==> config.mk <==
export PLATFORM = sky130hd
export DESIGN_NAME = door_access_arbiter_flat
export DESIGN_NICKNAME = d
export VERILOG_FILES = /design/src/rtl/home_access_pkg.sv /design/src/rtl/door_access_arbiter_if.sv /design/src/rtl/door_access_arbiter_rr_arbiter.sv /design/src/rtl/door_access_arbiter.sv /design/src/flat_wrapper.sv
export SDC_FILE = /design/constraint.sdc
export NUM_CORES = 1
export LEC_CHECK = 0
export CAP_MARGIN = 10
export CORE_UTILIZATION = 45
export DETAILED_ROUTE_END_ITERATION = 16
export GPL_TIMING_DRIVEN = 0
export PLACE_DENSITY = 0.7
export SETUP_SLACK_MARGIN = 0.4
export SYNTH_ARGS = -nofsm -noshare
export SYNTH_HDL_FRONTEND = slang
export SYNTH_SLANG_ARGS = --single-unit
==> constraint.sdc <==
create_clock -name clk -period 4 [get_ports clk]
set_input_delay 0.6 -clock clk [delete_from_list [all_inputs] [get_ports clk]]
set_output_delay 0.6 -clock clk [all_outputs]
set_load 0.02 [all_outputs]
==> src/rtl/home_access_pkg.sv <==
// -----------------------------------------------------------------------------
// home_access_pkg
// Shared constants for the door/garage keypad access arbiter:
//   PW_W                    - stored password width
//   OP_VERIFY / OP_CHANGE   - request opcode encoding (req_op bit per keypad)
//   ST_IDLE..ST_RESP        - arbiter FSM state encoding
//   DEFAULT_MAX_FAIL        - default consecutive failures before lockout
//   DEFAULT_LOCKOUT_CYCLES  - default lockout duration in clk cycles
// -----------------------------------------------------------------------------
package home_access_pkg;

    localparam int PW_W = 17;

    localparam logic OP_VERIFY = 1'b0;
    localparam logic OP_CHANGE = 1'b1;

    localparam logic [1:0] ST_IDLE  = 2'd0;
    localparam logic [1:0] ST_CHECK = 2'd1;
    localparam logic [1:0] ST_WRITE = 2'd2;
    localparam logic [1:0] ST_RESP  = 2'd3;

    localparam int DEFAULT_MAX_FAIL       = 3;
    localparam int DEFAULT_LOCKOUT_CYCLES = 1000;

endpackage

==> src/rtl/door_access_arbiter_if.sv <==
// -----------------------------------------------------------------------------
// door_access_arbiter_if
// Bundles the keypad request/response signals of door_access_arbiter.
//   req_valid/req_op/req_password/req_new_password : keypads -> arbiter
//   req_ack/resp_valid/resp_ok/unlock              : arbiter -> keypads
//   locked_out/intrusion_alarm/busy                : arbiter status
// Modport master is the keypad side, slave is the arbiter side.
// -----------------------------------------------------------------------------
interface door_access_arbiter_if #(
    parameter int N    = 4,
    parameter int PW_W = home_access_pkg::PW_W
);
    logic [N-1:0]      req_valid;
    logic [N-1:0]      req_op;
    logic [N*PW_W-1:0] req_password;
    logic [N*PW_W-1:0] req_new_password;
    logic [N-1:0]      req_ack;
    logic [N-1:0]      resp_valid;
    logic              resp_ok;
    logic [N-1:0]      unlock;
    logic [N-1:0]      locked_out;
    logic              intrusion_alarm;
    logic              busy;

    modport master (
        output req_valid, req_op, req_password, req_new_password,
        input  req_ack, resp_valid, resp_ok, unlock, locked_out,
               intrusion_alarm, busy
    );

    modport slave (
        input  req_valid, req_op, req_password, req_new_password,
        output req_ack, resp_valid, resp_ok, unlock, locked_out,
               intrusion_alarm, busy
    );
endinterface

==> src/rtl/door_access_arbiter_rr_arbiter.sv <==
// -----------------------------------------------------------------------------
// rr_arbiter
// Purely combinational round-robin picker.
//   req         in  N      request mask
//   ptr         in  IDX_W  index of the last winner (search starts at ptr+1)
//   grant       out N      one-hot winner
//   grant_idx   out IDX_W  binary index of the winner
//   grant_valid out 1      any request present
// -----------------------------------------------------------------------------
module rr_arbiter #(
    parameter int N     = 4,
    parameter int IDX_W = (N > 1) ? $clog2(N) : 1
) (
    input  logic [N-1:0]     req,
    input  logic [IDX_W-1:0] ptr,
    output logic [N-1:0]     grant,
    output logic [IDX_W-1:0] grant_idx,
    output logic             grant_valid
);

    // Walk the requesters starting one past the previous winner; the first
    // hit wins, so the previous winner is always checked last.
    always_comb begin
        grant       = '0;
        grant_idx   = '0;
        grant_valid = 1'b0;
        for (int k = 1; k <= N; k++) begin
            if (!grant_valid && req[(int'(ptr) + k) % N]) begin
                grant_valid                  = 1'b1;
                grant_idx                    = IDX_W'((int'(ptr) + k) % N);
                grant[(int'(ptr) + k) % N]   = 1'b1;
            end
        end
    end

endmodule

==> src/rtl/door_access_arbiter.sv <==
// -----------------------------------------------------------------------------
// door_access_arbiter
// One password store and comparator shared by N keypads (N-1 = garage).
// Requests are granted round-robin, checked against the requester's slot and
// answered with a one-cycle response. Repeated failures lock a keypad out for
// LOCKOUT_CYCLES and raise intrusion_alarm.
//   clk    in  system clock
//   rst_n  in  asynchronous active-low reset
//   bus    slave side of door_access_arbiter_if (requests in, responses and
//          lockout/alarm/busy status out)
// -----------------------------------------------------------------------------
module door_access_arbiter
    import home_access_pkg::*;
#(
    parameter int              N              = 4,
    parameter int              PW_W           = home_access_pkg::PW_W,
    parameter int              MAX_FAIL       = DEFAULT_MAX_FAIL,
    parameter int              LOCKOUT_CYCLES = DEFAULT_LOCKOUT_CYCLES,
    parameter logic [PW_W-1:0] DEFAULT_PW     = '0
) (
    input  logic                  clk,
    input  logic                  rst_n,
    door_access_arbiter_if.slave  bus
);

    localparam int IDX_W = (N > 1) ? $clog2(N) : 1;

    logic [1:0]       state_q,    state_d;
    logic [IDX_W-1:0] ptr_q,      ptr_d;
    logic [IDX_W-1:0] gidx_q,     gidx_d;
    logic [N-1:0]     gsel_q,     gsel_d;
    logic             op_q,       op_d;
    logic [PW_W-1:0]  pw_q,       pw_d;
    logic [PW_W-1:0]  new_pw_q,   new_pw_d;
    logic             match_q,    match_d;
    logic [N-1:0]     locked_q,   locked_d;
    logic [PW_W-1:0]  slot_q  [N];
    logic [PW_W-1:0]  slot_d  [N];
    logic [1:0]       fail_q  [N];
    logic [1:0]       fail_d  [N];
    logic [15:0]      timer_q [N];
    logic [15:0]      timer_d [N];
    logic [2:0]       fail_inc;

    logic [N-1:0]     eligible;
    logic [N-1:0]     arb_grant;
    logic [IDX_W-1:0] arb_idx;
    logic             arb_valid;

    // Locked keypads stay pending on the bus but are invisible to arbitration.
    assign eligible = bus.req_valid & ~locked_q;

    rr_arbiter #(
        .N     (N),
        .IDX_W (IDX_W)
    ) u_rr_arbiter (
        .req         (eligible),
        .ptr         (ptr_q),
        .grant       (arb_grant),
        .grant_idx   (arb_idx),
        .grant_valid (arb_valid)
    );

    always_comb begin
        state_d  = state_q;
        ptr_d    = ptr_q;
        gidx_d   = gidx_q;
        gsel_d   = gsel_q;
        op_d     = op_q;
        pw_d     = pw_q;
        new_pw_d = new_pw_q;
        match_d  = match_q;
        locked_d = locked_q;
        slot_d   = slot_q;
        fail_d   = fail_q;
        timer_d  = timer_q;
        fail_inc = '0;

        // Lockout timers run regardless of FSM state; the 1->0 step releases
        // the keypad so it can win arbitration on the following cycle.
        for (int i = 0; i < N; i++) begin
            if (timer_q[i] != 16'd0) begin
                timer_d[i] = timer_q[i] - 16'd1;
                if (timer_q[i] == 16'd1) begin
                    locked_d[i] = 1'b0;
                end
            end
        end

        case (state_q)
            ST_IDLE: begin
                if (arb_valid) begin
                    gidx_d   = arb_idx;
                    gsel_d   = arb_grant;
                    ptr_d    = arb_idx;
                    op_d     = bus.req_op[arb_idx];
                    pw_d     = bus.req_password[int'(arb_idx)*PW_W +: PW_W];
                    new_pw_d = bus.req_new_password[int'(arb_idx)*PW_W +: PW_W];
                    state_d  = ST_CHECK;
                end
            end
            ST_CHECK: begin
                match_d = (pw_q == slot_q[gidx_q]);
                state_d = (op_q == OP_CHANGE && match_d) ? ST_WRITE : ST_RESP;
            end
            ST_WRITE: begin
                slot_d[gidx_q] = new_pw_q;
                state_d        = ST_RESP;
            end
            ST_RESP: begin
                // A success wipes the failure history; the failure that
                // reaches MAX_FAIL locks the keypad and restarts its count.
                if (match_q) begin
                    fail_d[gidx_q] = 2'd0;
                end else begin
                    fail_inc = {1'b0, fail_q[gidx_q]} + 3'd1;
                    if (fail_inc == 3'(MAX_FAIL)) begin
                        locked_d[gidx_q] = 1'b1;
                        timer_d[gidx_q]  = 16'(LOCKOUT_CYCLES);
                        fail_d[gidx_q]   = 2'd0;
                    end else begin
                        fail_d[gidx_q] = fail_inc[1:0];
                    end
                end
                state_d = ST_IDLE;
            end
            default: state_d = ST_IDLE;
        endcase
    end

    // Pointer resets to N-1 so keypad 0 is first in line after reset.
    always_ff @(posedge clk or negedge rst_n) begin
        if (!rst_n) begin
            state_q  <= ST_IDLE;
            ptr_q    <= IDX_W'(N - 1);
            gidx_q   <= '0;
            gsel_q   <= '0;
            op_q     <= OP_VERIFY;
            pw_q     <= '0;
            new_pw_q <= '0;
            match_q  <= 1'b0;
            locked_q <= '0;
            for (int i = 0; i < N; i++) begin
                slot_q[i]  <= DEFAULT_PW;
                fail_q[i]  <= 2'd0;
                timer_q[i] <= 16'd0;
            end
        end else begin
            state_q  <= state_d;
            ptr_q    <= ptr_d;
            gidx_q   <= gidx_d;
            gsel_q   <= gsel_d;
            op_q     <= op_d;
            pw_q     <= pw_d;
            new_pw_q <= new_pw_d;
            match_q  <= match_d;
            locked_q <= locked_d;
            slot_q   <= slot_d;
            fail_q   <= fail_d;
            timer_q  <= timer_d;
        end
    end

    // Handshake pulses are decoded from the state, so they are naturally one
    // cycle wide and drop to zero the instant reset asserts.
    assign bus.req_ack         = (state_q == ST_CHECK) ? gsel_q : '0;
    assign bus.resp_valid      = (state_q == ST_RESP)  ? gsel_q : '0;
    assign bus.resp_ok         = (state_q == ST_RESP) && match_q;
    assign bus.unlock          = (state_q == ST_RESP && match_q && op_q == OP_VERIFY)
                                 ? gsel_q : '0;
    assign bus.locked_out      = locked_q;
    assign bus.intrusion_alarm = |locked_q;
    assign bus.busy            = (state_q != ST_IDLE);

endmodule

==> src/flat_wrapper.sv <==
// flat-port wrapper written by rule: the top's interface ports become plain ports
module door_access_arbiter_flat import home_access_pkg::*;
#(
    parameter int              N              = 4,
    parameter int              PW_W           = home_access_pkg::PW_W,
    parameter int              MAX_FAIL       = DEFAULT_MAX_FAIL,
    parameter int              LOCKOUT_CYCLES = DEFAULT_LOCKOUT_CYCLES,
    parameter logic [PW_W-1:0] DEFAULT_PW     = '0
)
  (clk, rst_n, bus_req_valid, bus_req_op, bus_req_password, bus_req_new_password, bus_req_ack, bus_resp_valid, bus_resp_ok, bus_unlock, bus_locked_out, bus_intrusion_alarm, bus_busy);
  door_access_arbiter_if #(.N(N), .PW_W(PW_W)) bus_i ();
  input  logic clk;
  input  logic rst_n;
  input wire logic [$bits(bus_i.req_valid)-1:0] bus_req_valid;
  input wire logic [$bits(bus_i.req_op)-1:0] bus_req_op;
  input wire logic [$bits(bus_i.req_password)-1:0] bus_req_password;
  input wire logic [$bits(bus_i.req_new_password)-1:0] bus_req_new_password;
  output wire logic [$bits(bus_i.req_ack)-1:0] bus_req_ack;
  output wire logic [$bits(bus_i.resp_valid)-1:0] bus_resp_valid;
  output wire logic [$bits(bus_i.resp_ok)-1:0] bus_resp_ok;
  output wire logic [$bits(bus_i.unlock)-1:0] bus_unlock;
  output wire logic [$bits(bus_i.locked_out)-1:0] bus_locked_out;
  output wire logic [$bits(bus_i.intrusion_alarm)-1:0] bus_intrusion_alarm;
  output wire logic [$bits(bus_i.busy)-1:0] bus_busy;
  assign bus_i.req_valid = bus_req_valid;
  assign bus_i.req_op = bus_req_op;
  assign bus_i.req_password = bus_req_password;
  assign bus_i.req_new_password = bus_req_new_password;
  assign bus_req_ack = bus_i.req_ack;
  assign bus_resp_valid = bus_i.resp_valid;
  assign bus_resp_ok = bus_i.resp_ok;
  assign bus_unlock = bus_i.unlock;
  assign bus_locked_out = bus_i.locked_out;
  assign bus_intrusion_alarm = bus_i.intrusion_alarm;
  assign bus_busy = bus_i.busy;
  door_access_arbiter #(.N(N), .PW_W(PW_W), .MAX_FAIL(MAX_FAIL), .LOCKOUT_CYCLES(LOCKOUT_CYCLES), .DEFAULT_PW(DEFAULT_PW)) u_core (.clk(clk), .rst_n(rst_n), .bus(bus_i));
endmodule
==> results of run 1 <==
stage by stage:
stage	setup WS (ps)	area (µm²)
floorplan	1020	10500
global placement	-5660	12600
detailed placement	110	12600
CTS	521	13200
global route	449	13200
finish	659	13200
power by group through the flow:
| stage | registers (mW) | logic (mW) | clock network, mW |
|---|---|---|---|
| after CTS | 3.72 | 5.72 | 1.77 |
| after detailed placement | 3.73 | 5.68 | 0 |
| final | 3.73 | 5.69 | 1.74 |
| after global placement | 3.70 | 5.58 | 0 |
| after global routing | 3.87 | 6.23 | 1.85 |
| after floorplan | 3.49 | 4.36 | 0 |
cells in the mapped netlist (all sizes together), types with 3 or more instances:
cell type    n  area (µm²)
o21ai       18        90.1
nor4        19         131
o32ai       33         507
nor2b        7        43.8
buf         21         193
nand2       60         228
a222oi       4        40.0
nand4        6        37.5
nand2b       9        63.8
or3         14        87.6
or4          8        63.8
mux4        18         405
nor2        67         254
dfrtp      188        4700
a211oi      38         420
ha          19         238
clkbuf      26        97.6
and2        14        87.6
inv         17        63.8
a31oi        5        31.3
mux2        77         867
xnor2       36         315
xor2        27         236
nor3        53         270
nand3b       3        22.5
nand3       29         150
mux2i       42         420
and3        12        75.1
o31ai        4        30.0
a21oi        8        40.0
critical path: stages (launching register included):
cell and delay, ps:
sky130_fd_sc_hd__dfrtp_1 330, sky130_fd_sc_hd__clkbuf_1 610, sky130_fd_sc_hd__buf_2 400, sky130_fd_sc_hd__buf_2 290, sky130_fd_sc_hd__mux4_2 330, sky130_fd_sc_hd__ha_1 230, sky130_fd_sc_hd__and3_1 160, sky130_fd_sc_hd__clkbuf_1 180
sky130_fd_sc_hd__and3_1 220, sky130_fd_sc_hd__clkbuf_1 250, sky130_fd_sc_hd__a211oi_1 230
sequential cells by signal, summed over array words and instances, names as in the netlist, 2 cells and up:
register and flops:
u_core.slot_q 68, u_core.timer_q 64, u_core.new_pw_q 17, u_core.pw_q 17, u_core.fail_q 8, u_core.bus.locked_out 4, u_core.gsel_q 4, u_core.gidx_q 2
u_core.ptr_q 2, u_core.state_q 2
metal layers:
| metal | part of all wire [%] | vias to the layer above |
|---|---|---|
| met4 | 1.1 | 0 |
| met2 | 48 | 204 |
| li1 | - | 3753 |
| met1 | 46 | 3908 |
| met3 | 4.7 | 15 |
| met5 | 0 | - |
worst paths after layout:
path	endpoint	slack (ps)
max	u_core.timer_q[1]	660
min	u_core.timer_q[31]	150
max reg2reg	u_core.timer_q[1]	660
min reg2reg	u_core.fail_q[0]	500
max in group asynchronous	u_core.ptr_q[0]	2900
min in group clk	u_core.fail_q[0]	500
final cells by class:
type	count	area, µm²
timing repair buffer	165	1670
buffer	47	292
inverter	17	63.8
sequential	190	4760
tap	313	392
fill	1939	9580
clock buffer	20	437
clock inverter	12	160
multi-input combinational	658	5420
placed cells by master (no fill, tap or decap), drive strengths merged, types with 3 or more instances in the layout:
cell           netlist  layout
and3                12      12
buf                 21      23
nor3                53      53
mux2                77      77
nor4                19      19
nand3               29      29
a21oi                8       8
a211oi              38      38
nor2                67      67
a31oi                5       5
o32ai               33      33
o21ai               18      18
or3                 14      14
nand4                6       6
xor2                27      27
xnor2               36      36
nor2b                7       7
nand3b               3       3
mux4                18      18
nand2               60      60
dfrtp              188     188
and2                14      14
clkbuf              26      46
bufinv               0       3
mux2i               42      42
clkinv               0       5
nand2b               9       9
inv                 17      21
o31ai                4       4
clkdlybuf4s50        0     163
a222oi               4       4
or4                  8       8
ha                  19      19
cell families (layout without fill, tap and decap cells):
group,count (synthesis),count (layout),synth area share (%)
buf+inv,64,261,3.37
fa+ha+maj,19,19,2.26
xor+xnor,63,63,5.24
compound gates,132,132,13.0
simple gates,307,307,14.9
mux,137,137,16.1
flops,190,190,45.2
==> summary.txt, run 1 <==
Run status
  – Outcome: completed

Clock tree
  – Post-cts hold buffer count: 0
  – Clock tree sinks: 190
  – Clock transition at the register clock pins on the worst setup and hold paths after CTS: 70 ps
  – Clock root buffer: sky130_fd_sc_hd__clkbuf_16
  – Clock Latency Late Sink: 440 ps
  – Buffers inserted by post-CTS timing repair: 0
  – Cts bufs inserted: 17
  – CTS H-tree depth: 4
  – TritonCTS clock tree: yes
  – Clock Path Buffers: 2
  – PostCTS Resize Cnt: 0

Floorplanning
  – FP Rows: 55
  – I/O pin count: 165
  – Vertical extent of the die: 155 µm
  – Core area: 22800 µm²
  – DIE AREA: 24000 µm²
  – Die span in x: 155 µm
  – Starting utilization of the core area: 46.2%

Drt
  – Post-detailed-route wirelength per cell: 18.0 µm
  – Remaining DRCs: 0
  – Vias after detailed routing: 7880
  – Number of nets with antenna violations after detailed routing: 0
  – Wire length reported by the detailed router: 25500 µm
  – Initial DRC Count: 470
  – Number of detailed-route iterations in the first pass: 6
  – Vias per cell: 5.54

STA
  – Time the final worst path needs with I/O delays and setup: 3340 ps
  – Fin. Hold Viols: 0
  – Unrepaired setup endpoints after global routing: false
  – Final Max Tran Viols: 0
  – Transition at the pin with the smallest max-transition slack: 892 ps
  – Fin Setup TNS: 0 ps
  – Relative slew margins: 40.5%
  – Final count of negative-setup-slack endpoints: 0
  – Final Cycle Share: 83.5%
  – Hold_ws: 148 ps
  – Max Clk Rate: 299 MHz
  – Clock skew after layout: 17.4 ps

Worst setup path
  – Maximum fanout along the worst path: 10
  – Critical path startpoint: u_core.gidx_q[1]
  – Critical path launch point type: flip-flop
  – Critical register-to-register path startpoint: u_core.gidx_q[1]
  – Number of cell instances on the worst register-to-register path: 10
  – Required time worst endpoint: 4340 ps
  – Nature of the critical path endpoint: flip-flop
  – Crit Path Class: flip-flop to flip-flop
  – Critical path arrival: 3680 ps

Layout
  – Signed area change from the synthesized netlist to the final layout: 25.4%
  – Proportion of layout cells with a drive suffix above 1: 20.1%
  – Inserted Diodes: 0
  – End-of-flow core utilization: 57.9%
  – Number of nets in the layout: 1261
  – Filler-free cell count of the finished design: 1422

Power and ir drop
  – Portion of total power attributed to the clock network: 15.6%
  – LEAKAGE: 5.26 nW
  – Sequential cell fraction of total power: 33.4%
  – Combinational cell fraction of total power: 51.0%
  – Net Sw Frac: 40.5%
  – NetSw: 4.52 mW
  – Peak supply drop: 0.399 mV
  – Post-layout total power: 11.2 mW
  – Power per unit of standard cell area: 846 nW/µm²
  – Internal portion of total power: 6.64 mW

GRT
  – Number of global-route vias before repair: 7875
  – Global-route total usage across every layer: 22.3%
  – Met1 global-route usage: 31.3%
  – Met3 track demand over resource: 3.12%
  – Most congested layer reported by global routing: met2
  – Antenna violations before repair: 0
  – Final global-route overflow total: 0
  – Met2 Usage GRT: 36.1%
  – Global-route wire length before repair: 41900 µm
  – Pin count of the biggest net entering global routing: 103

Placed design
  – Total instance count after detailed placement: 1390
  – Placed wire-length estimate after detailed placement: 18500 µm
  – I/O Buffers: 164
  – Final weighted congestion of routability-driven global placement: 0.806

Synthesis
  – Number of register bits inferred by synthesis: 190
  – Post-synth EDFFs: 0
  – Number of instances in the synthesized netlist: 912
  – Area of the mapped netlist: 10500 µm²
  – Synth Flop Type: sky130_fd_sc_hd__dfrtp_1
  – Number of distinct standard cells referenced by the synthesized netlist: 64
  – Share of synthesized area occupied by flip-flops and latches: 45.2%
  – Avg Inst Size Synth: 11.5 µm²
  – Post-Syn Nets: 1077
  – Async set or reset register ratio after synthesis: 100%
  – Yosys Warn Count: 0

Job
  – Max-Cap Viols: 0

Hold path
  – Min-Delay Path Class: input pin to async pin
No activity file was read; power rests on OpenSTA's default activity.
==> inputs of run 2 (changes only) <==
==> constraint.sdc (replaced) <==
create_clock -name clk -period 3.2 [get_ports clk]
set_input_delay 0.48 -clock clk [delete_from_list [all_inputs] [get_ports clk]]
set_output_delay 0.48 -clock clk [all_outputs]
set_load 0.02 [all_outputs]
==> run 2 against run 1 <==
Against the previous run:
- maximum frequency is 16% higher
- via count rose by 2.3%
- wire length up 6.4%
- utilization increased by 3.1 points
- register-to-register slack got worse by 330 ps
- critical path depth is 1 higher
- clock-buffer cell count down 1
- highest routed layer unchanged
==> summary.txt, run 2 (synthesized netlist as in run 1, its figures left out) <==
Clock tree
  – TritonCTS clock tree: yes
  – Cts bufs inserted: 17 (unchanged)
  – Clock transition at the register clock pins on the worst setup and hold paths after CTS: 70 ps (about the same)
  – CTS H-tree depth: 4 (unchanged)
  – Post-cts hold buffer count: 0 (unchanged)
  – Clock Latency Late Sink: 440 ps (about the same)
  – Clock root buffer: sky130_fd_sc_hd__clkbuf_16
  – Clock Path Buffers: 2 (unchanged)
  – Clock tree sinks: 190 (unchanged)

Power and ir drop
  – Sequential cell fraction of total power: 30.0% (-3.4 points)
  – Internal portion of total power: 9.32 mW (+40%)
  – NetSw: 6.33 mW (+40%)
  – Portion of total power attributed to the clock network: 14.5% (-1.1 points)
  – Peak supply drop: 0.576 mV (+44%)
  – Net Sw Frac: 40.4% (-0.078 points)
  – Power per unit of standard cell area: 1120 nW/µm² (+33%)
  – Combinational cell fraction of total power: 55.5% (+4.5 points)
  – LEAKAGE: 5.55 nW (+5.5%)
  – Post-layout total power: 15.6 mW (+40%)

Worst setup path
  – Crit Path Class: flip-flop to flip-flop
  – Critical path arrival: 3160 ps (-520 ps)
  – Crit-path slowest cell: sky130_fd_sc_hd__dfstp_2
  – List of cells traversed by the critical path: buf_6 > clkinvlp_4 > ha_4 > mux4_2 > nand2b_4 > nand3_2 > a21bo_4 > buf_12 > buf_12 > o32ai_2 > a211oi_2
  – Maximum fanout along the worst path: 10 (unchanged)
  – Nature of the critical path endpoint: flip-flop
  – Number of cell instances on the worst register-to-register path: 11 (+1)
  – Critical path launch point type: flip-flop
  – Required time worst endpoint: 3490 ps (-850 ps)
  – Worst path most repeated cell: sky130_fd_sc_hd__buf_12
  – Largest stage delay, worst path: 540 ps (-70 ps)

Run status
  – Outcome: completed

Drt
  – Post-detailed-route wirelength per cell: 18.9 µm (+5.5%)
  – Wire length reported by the detailed router: 27200 µm (+6.4%)
  – Number of detailed-route iterations in the first pass: 5 (-1)
  – Number of nets with antenna violations after detailed routing: 0 (unchanged)
  – Initial DRC Count: 456 (-3.0%)
  – Vias after detailed routing: 8065 (+2.3%)
  – Vias per cell: 5.62 (+1.4%)
  – Remaining DRCs: 0 (unchanged)

STA
  – Max Clk Rate: 348 MHz (+16%)
  – Final Cycle Share: 89.7% (+6.2 points)
  – Time the final worst path needs with I/O delays and setup: 2870 ps (-470 ps)
  – Fin. Hold Viols: 0 (unchanged)
  – Fin Setup TNS: 0 ps (unchanged)
  – Unrepaired setup endpoints after global routing: true
  – Clock skew after layout: 11.7 ps (-5.70 ps)
  – Relative slew margins: 35.6% (-4.9 points)
  – Hold_ws: 65.7 ps (-82.5 ps)
  – Post-route setup slack: 329 ps (-330 ps)
  – Final Max Tran Viols: 0 (unchanged)
  – Final count of negative-setup-slack endpoints: 0 (unchanged)
  – Transition at the pin with the smallest max-transition slack: 966 ps (+74.2 ps)

Floorplanning
  – Core area: 22800 µm² (unchanged)
  – Vertical extent of the die: 155 µm (unchanged)
  – I/O pin count: 165 (unchanged)
  – DIE AREA: 24000 µm² (unchanged)
  – Starting utilization of the core area: 46.2% (unchanged)
  – Die span in x: 155 µm (unchanged)
  – FP Rows: 55 (unchanged)

GRT
  – Pin count of the biggest net entering global routing: 98 (-4.9%)
  – Number of global-route vias before repair: 8126 (+3.2%)
  – Antenna violations before repair: 0 (unchanged)
  – Global-route total usage across every layer: 23.2% (+0.97 points)
  – Final global-route overflow total: 0 (unchanged)
  – Global-route wire length before repair: 43400 µm (+3.7%)

Layout
  – Signed area change from the synthesized netlist to the final layout: 32.2%
  – Proportion of layout cells with a drive suffix above 1: 25.2% (+5.1 points)
  – End-of-flow core utilization: 61.1% (+3.1 points)
  – Area used by sequential logic in the layout: 4760 µm² (about the same)
  – Most common library cell in the layout ignoring fill and taps: sky130_fd_sc_hd__dfrtp_1
  – Biggest register: u_core.slot_q
  – Combined area of the multi-input logic cells: 5780 µm² (+6.6%)
  – Number of nets in the layout: 1276 (+1.2%)
  – Number of filler instances in the final layout: 1802 (-7.1%)
  – Most frequent cells in the layout: 186 x sky130_fd_sc_hd__dfrtp_1, 160 x sky130_fd_sc_hd__clkdlybuf4s50_1, 77 x sky130_fd_sc_hd__mux2_2
  – Inserted Diodes: 0 (unchanged)
  – Largest regs: u_core.slot_q x68, u_core.timer_q x64
  – Largest register FFs: 68 (unchanged)

Placed design
  – Final weighted congestion of routability-driven global placement: 0.839 (+4.1%)
  – Placed wire-length estimate after detailed placement: 19100 µm (+3.1%)
  – Setup Slack @ Placement: -467 ps (-577 ps)
  – I/O Buffers: 164 (unchanged)

Job
  – Max-Cap Viols: 0 (unchanged)

Hold path
  – Min-Delay Path Class: input pin to async pin
## run 2: cell types whose count changed in the layout (fill, tap and decap cells not counted), moves of 14 or more
cell / delta
sky130_fd_sc_hd__buf_4: +15
sky130_fd_sc_hd__clkbuf_1: -19
sky130_fd_sc_hd__clkbuf_2: +15
sky130_fd_sc_hd__o32ai_2: -14
sky130_fd_sc_hd__o32ai_4: +18
## run 2: path summary, 6_finish.rpt
path | start | end | slack (ps)
worst min register to register | u_core.slot_q[4] | u_core.slot_q[4] | 510
worst max-delay path | u_core.ptr_q[1] | u_core.pw_q[16] | 330
worst min-delay path | rst_n | u_core.timer_q[45] | 70
worst max register to register | u_core.ptr_q[1] | u_core.pw_q[16] | 330
max in group asynchronous | rst_n | u_core.ptr_q[0] | 2190
min in group clk | u_core.slot_q[4] | u_core.slot_q[4] | 510
## run 2: what timing repair did
| item | in CTS | in global routing |
|---|---|---|
| pin swaps | 6 | 20 |
| resized for setup | 56 | 53 |
| cloned | 4 | 0 |
| setup endpoints to repair | 145 | 67 |
| buffers inserted | 9 | 2 |
## run 2: power groups by stage
stage | clock network (mW) | registers (mW) | logic, mW
6_report | 2.27 | 4.69 | 8.68
5_1_grt | 2.40 | 4.86 | 9.31
4_1_cts | 2.32 | 4.64 | 8.26
3_5_place_dp | 0 | 4.67 | 7.21
3_3_place_gp | 0 | 4.62 | 7.05
2_1_floorplan | 0 | 4.36 | 5.47
## run 2: stage by stage
| stage | cell area (µm²) | cells |
|---|---|---|
| after floorplan | 10500 | 912 |
| after global placement | 12600 | 1389 |
| after detailed placement | 12600 | 1390 |
| after CTS | 13700 | 1433 |
| after global routing | 13900 | 1435 |
| final | 13900 | 1435 |
## run 2: final cells by class
class	instances	share of cell area, %
Sequential cell	190	34.2
Clock buffer	19	3.18
Multi-Input combinational cell	658	41.6
Clock inverter	11	1.29
Buffer	47	2.86
Inverter	17	0.486
Timing Repair Buffer	180	13.6
Tap cell	313	2.82
## run 2: critical path, delay by kind of cell (launching register included)
| kind | cells | cell delay [ps] |
|---|---|---|
| AO/OA/AOI/OAI | 3 | 620 |
| flip-flops | 1 | 540 |
| buffers and inverters | 4 | 500 |
| multiplexers | 1 | 500 |
| adder cells (fa/ha/maj) | 1 | 280 |
| AND/OR/NAND/NOR | 2 | 270 |
## run 2: metal layers
layer / part of all wire [%] / up-vias / GRT usage (%)
met5: 0 / - / 0
met4: 1.3 / 0 / 7.02
met3: 5.1 / 28 / 3.54
met2: 48 / 207 / 37.6
met1: 46 / 4043 / 32.3
li1: - / 3787 / -
==> inputs of run 3 (changes only) <==
--- a/config.mk
+++ b/config.mk
@@ -6,6 +6,8 @@
 export NUM_CORES = 1
 export LEC_CHECK = 0
 export CAP_MARGIN = 10
+export CORE_ASPECT_RATIO = 0.6
+export CORE_MARGIN = 8
 export CORE_UTILIZATION = 45
 export DETAILED_ROUTE_END_ITERATION = 16
 export GPL_TIMING_DRIVEN = 0
==> run 3 against run 2 <==
Against the previous run:
- critical path depth is the same
- maximum frequency fell by 0.64%
- combinational power rose by 5.8%
- global-route usage decreased by 2.1 points
- cell area rose by 1.3%
- sequential cell count stayed put
- final cell count increased by 0.77%
- highest routed layer unchanged
==> summary.txt, run 3 (synthesized netlist as in run 1, its figures left out) <==
Layout
  – Most frequent cells in the layout: 186 x sky130_fd_sc_hd__dfrtp_1, 160 x sky130_fd_sc_hd__clkdlybuf4s50_1, 77 x sky130_fd_sc_hd__mux2_2
  – Largest register FFs: 68 (unchanged)
  – Most common library cell in the layout ignoring fill and taps: sky130_fd_sc_hd__dfrtp_1
  – Inserted Diodes: 0 (unchanged)
  – Proportion of layout cells with a drive suffix above 1: 26.5% (+1.3 points)
  – Signed area change from the synthesized netlist to the final layout: 33.9%
  – Largest regs: u_core.slot_q x68, u_core.timer_q x64
  – Biggest register: u_core.slot_q
  – Number of nets in the layout: 1283 (+0.55%)

Drt
  – Remaining DRCs: 0 (unchanged)
  – Vias per cell: 5.68 (+1.1%)
  – Number of detailed-route iterations in the first pass: 5 (unchanged)
  – Wire length reported by the detailed router: 30900 µm (+14%)
  – Initial DRC Count: 692 (+52%)
  – Post-detailed-route wirelength per cell: 21.3 µm (+13%)
  – Vias after detailed routing: 8213 (+1.8%)
  – Number of nets with antenna violations after detailed routing: 0 (unchanged)

Power and ir drop
  – LEAKAGE: 5.57 nW (+0.45%)
  – Peak supply drop: 0.725 mV (+26%)
  – Post-layout total power: 16.1 mW (+3.0%)
  – Power per unit of standard cell area: 1140 nW/µm² (+1.7%)

STA
  – Fin Setup TNS: 0 ps (unchanged)
  – Final count of negative-setup-slack endpoints: 0 (unchanged)
  – Unrepaired setup endpoints after global routing: true
  – Final Max Tran Viols: 0 (unchanged)
  – Transition at the pin with the smallest max-transition slack: 863 ps (-103 ps)
  – Final Cycle Share: 90.3% (+0.57 points)
  – Time the final worst path needs with I/O delays and setup: 2890 ps (+18.4 ps)
  – Fin. Hold Viols: 0 (unchanged)
  – Relative slew margins: 42.5% (+6.9 points)
  – Post-route setup slack: 310 ps (-18.4 ps)
  – Max Clk Rate: 346 MHz (-0.64%)
  – Clock skew after layout: 9.03 ps (-2.67 ps)

Clock tree
  – Clock transition at the register clock pins on the worst setup and hold paths after CTS: 80 ps (about the same)
  – Clock tree sinks: 190 (unchanged)
  – Clock Path Buffers: 2 (unchanged)
  – Post-cts hold buffer count: 0 (unchanged)
  – Cts bufs inserted: 17 (unchanged)
  – TritonCTS clock tree: yes
  – Clock root buffer: sky130_fd_sc_hd__clkbuf_16
  – Clock Latency Late Sink: 450 ps (about the same)
  – CTS H-tree depth: 4 (unchanged)

Worst setup path
  – Terminus of the critical flop-to-flop path: u_core.pw_q[1]
  – Crit Path Class: flip-flop to flip-flop
  – Critical path launch point type: flip-flop
  – Required time worst endpoint: 3510 ps (+20 ps)
  – Largest stage delay, worst path: 550 ps (about the same)
  – Minimum setup slack among reg-to-reg paths: 310 ps (-20 ps)
  – Maximum fanout along the worst path: 5 (-5)
  – Worst path most repeated cell: sky130_fd_sc_hd__clkbuf_16
  – Critical register-to-register path startpoint: u_core.ptr_q[1]
  – Critical path arrival: 3200 ps (+40 ps)
  – Nature of the critical path endpoint: flip-flop
  – Number of cell instances on the worst register-to-register path: 11 (unchanged)
  – List of cells traversed by the critical path: buf_6 > clkinvlp_4 > ha_4 > mux4_2 > nand2b_4 > nand3_2 > a21bo_4 > clkbuf_16 > clkbuf_16 > o32ai_4 > a211oi_2
  – Crit-path slowest cell: sky130_fd_sc_hd__dfstp_2

Placed design
  – Placed wire-length estimate after detailed placement: 21800 µm (+14%)
  – Final weighted congestion of routability-driven global placement: 0.850 (+1.4%)
  – Setup Slack @ Placement: -626 ps (-159 ps)
  – I/O Buffers: 164 (unchanged)

Floorplanning
  – DIE AREA: 28700 µm² (+20%)
  – Starting utilization of the core area: 45.7% (-0.50 points)
  – Core area: 23000 µm² (+1.1%)
  – Vertical extent of the die: 134 µm (-13%)
  – Die span in x: 213 µm (+38%)
  – I/O pin count: 165 (unchanged)
  – FP Rows: 43 (-22%)

Job
  – Max-Cap Viols: 0 (unchanged)

Hold path
  – Min-Delay Path Class: input pin to async pin

GRT
  – Global-route wire length before repair: 47300 µm (+8.8%)
  – Pin count of the biggest net entering global routing: 97 (-1.0%)
  – Number of global-route vias before repair: 8167 (+0.50%)
  – Global-route total usage across every layer: 21.2% (-2.1 points)
  – Final global-route overflow total: 0 (unchanged)
  – Antenna violations before repair: 0 (unchanged)

Run status
  – Outcome: completed
run 3: worst max path at each step:
| stage | start | endpoint | depth (start not counted) |
|---|---|---|---|
| after floorplan | u_core.ptr_q[0] | u_core.pw_q[3] | 11 |
| after global placement | rst_n | u_core.timer_q[32] | 1 |
| after detailed placement | bus_req_valid[2] | u_core.new_pw_q[11] | 9 |
| after CTS | u_core.ptr_q[1] | u_core.new_pw_q[5] | 11 |
| after global routing | u_core.ptr_q[1] | u_core.op_q | 11 |
| final | u_core.ptr_q[1] | u_core.pw_q[1] | 11 |
run 3: final cells by class:
cell class,count,area [µm²]
plain buffers,47,410
fillers,1812,8940
multi-input cells,658,5910
clock inverters,13,148
repair buffers,187,1960
inverters,17,67.6
well taps,315,394
flip-flops and latches,190,4760
clock buffers,19,443
run 3: what timing repair did:
action                     in CTS  in global routing
gates cloned                    1                  5
pin swaps                       3                 28
setup buffers                  13                  3
setup endpoints to repair     142                 72
resized for setup              73                 54
run 3: where the power goes:
| part | internal [mW] | total, mW | leakage, nW | switching, mW |
|---|---|---|---|---|
| clock | 1.13 | 2.17 | 0.285 | 1.04 |
| combinational | 4.62 | 9.18 | 3.06 | 4.56 |
| sequential | 3.61 | 4.77 | 2.22 | 1.16 |
| total | 9.36 | 16.1 | 5.57 | 6.76 |
run 3: worst max-delay path: cells and delay by family (launching register included):
family,cells,cell delay (ps)
compound gates,3,600
buf+inv,4,540
fa+ha+maj,1,280
simple gates,2,250
flops,1,550
mux,1,500
run 3: layer usage:
| metal | global-route usage (%) | routed length (µm) | vias up |
|---|---|---|---|
| met5 | 0 | 0 | - |
| met4 | 4.21 | 281 | 0 |
| met3 | 6.36 | 2870 | 22 |
| met2 | 28.8 | 12400 | 307 |
| met1 | 32.4 | 15300 | 4078 |
| li1 | - | - | 3806 |
run 3: per-stage QoR:
step	area, µm²	instances	utilization [%]	hold slack (ps)
floorplan	10500	912	-	184
global placement	12600	1391	54.6	484
detailed placement	12600	1392	54.8	491
CTS	13700	1438	59.4	83.3
global route	14100	1446	61.2	113
finish	14100	1446	61.2	46.4
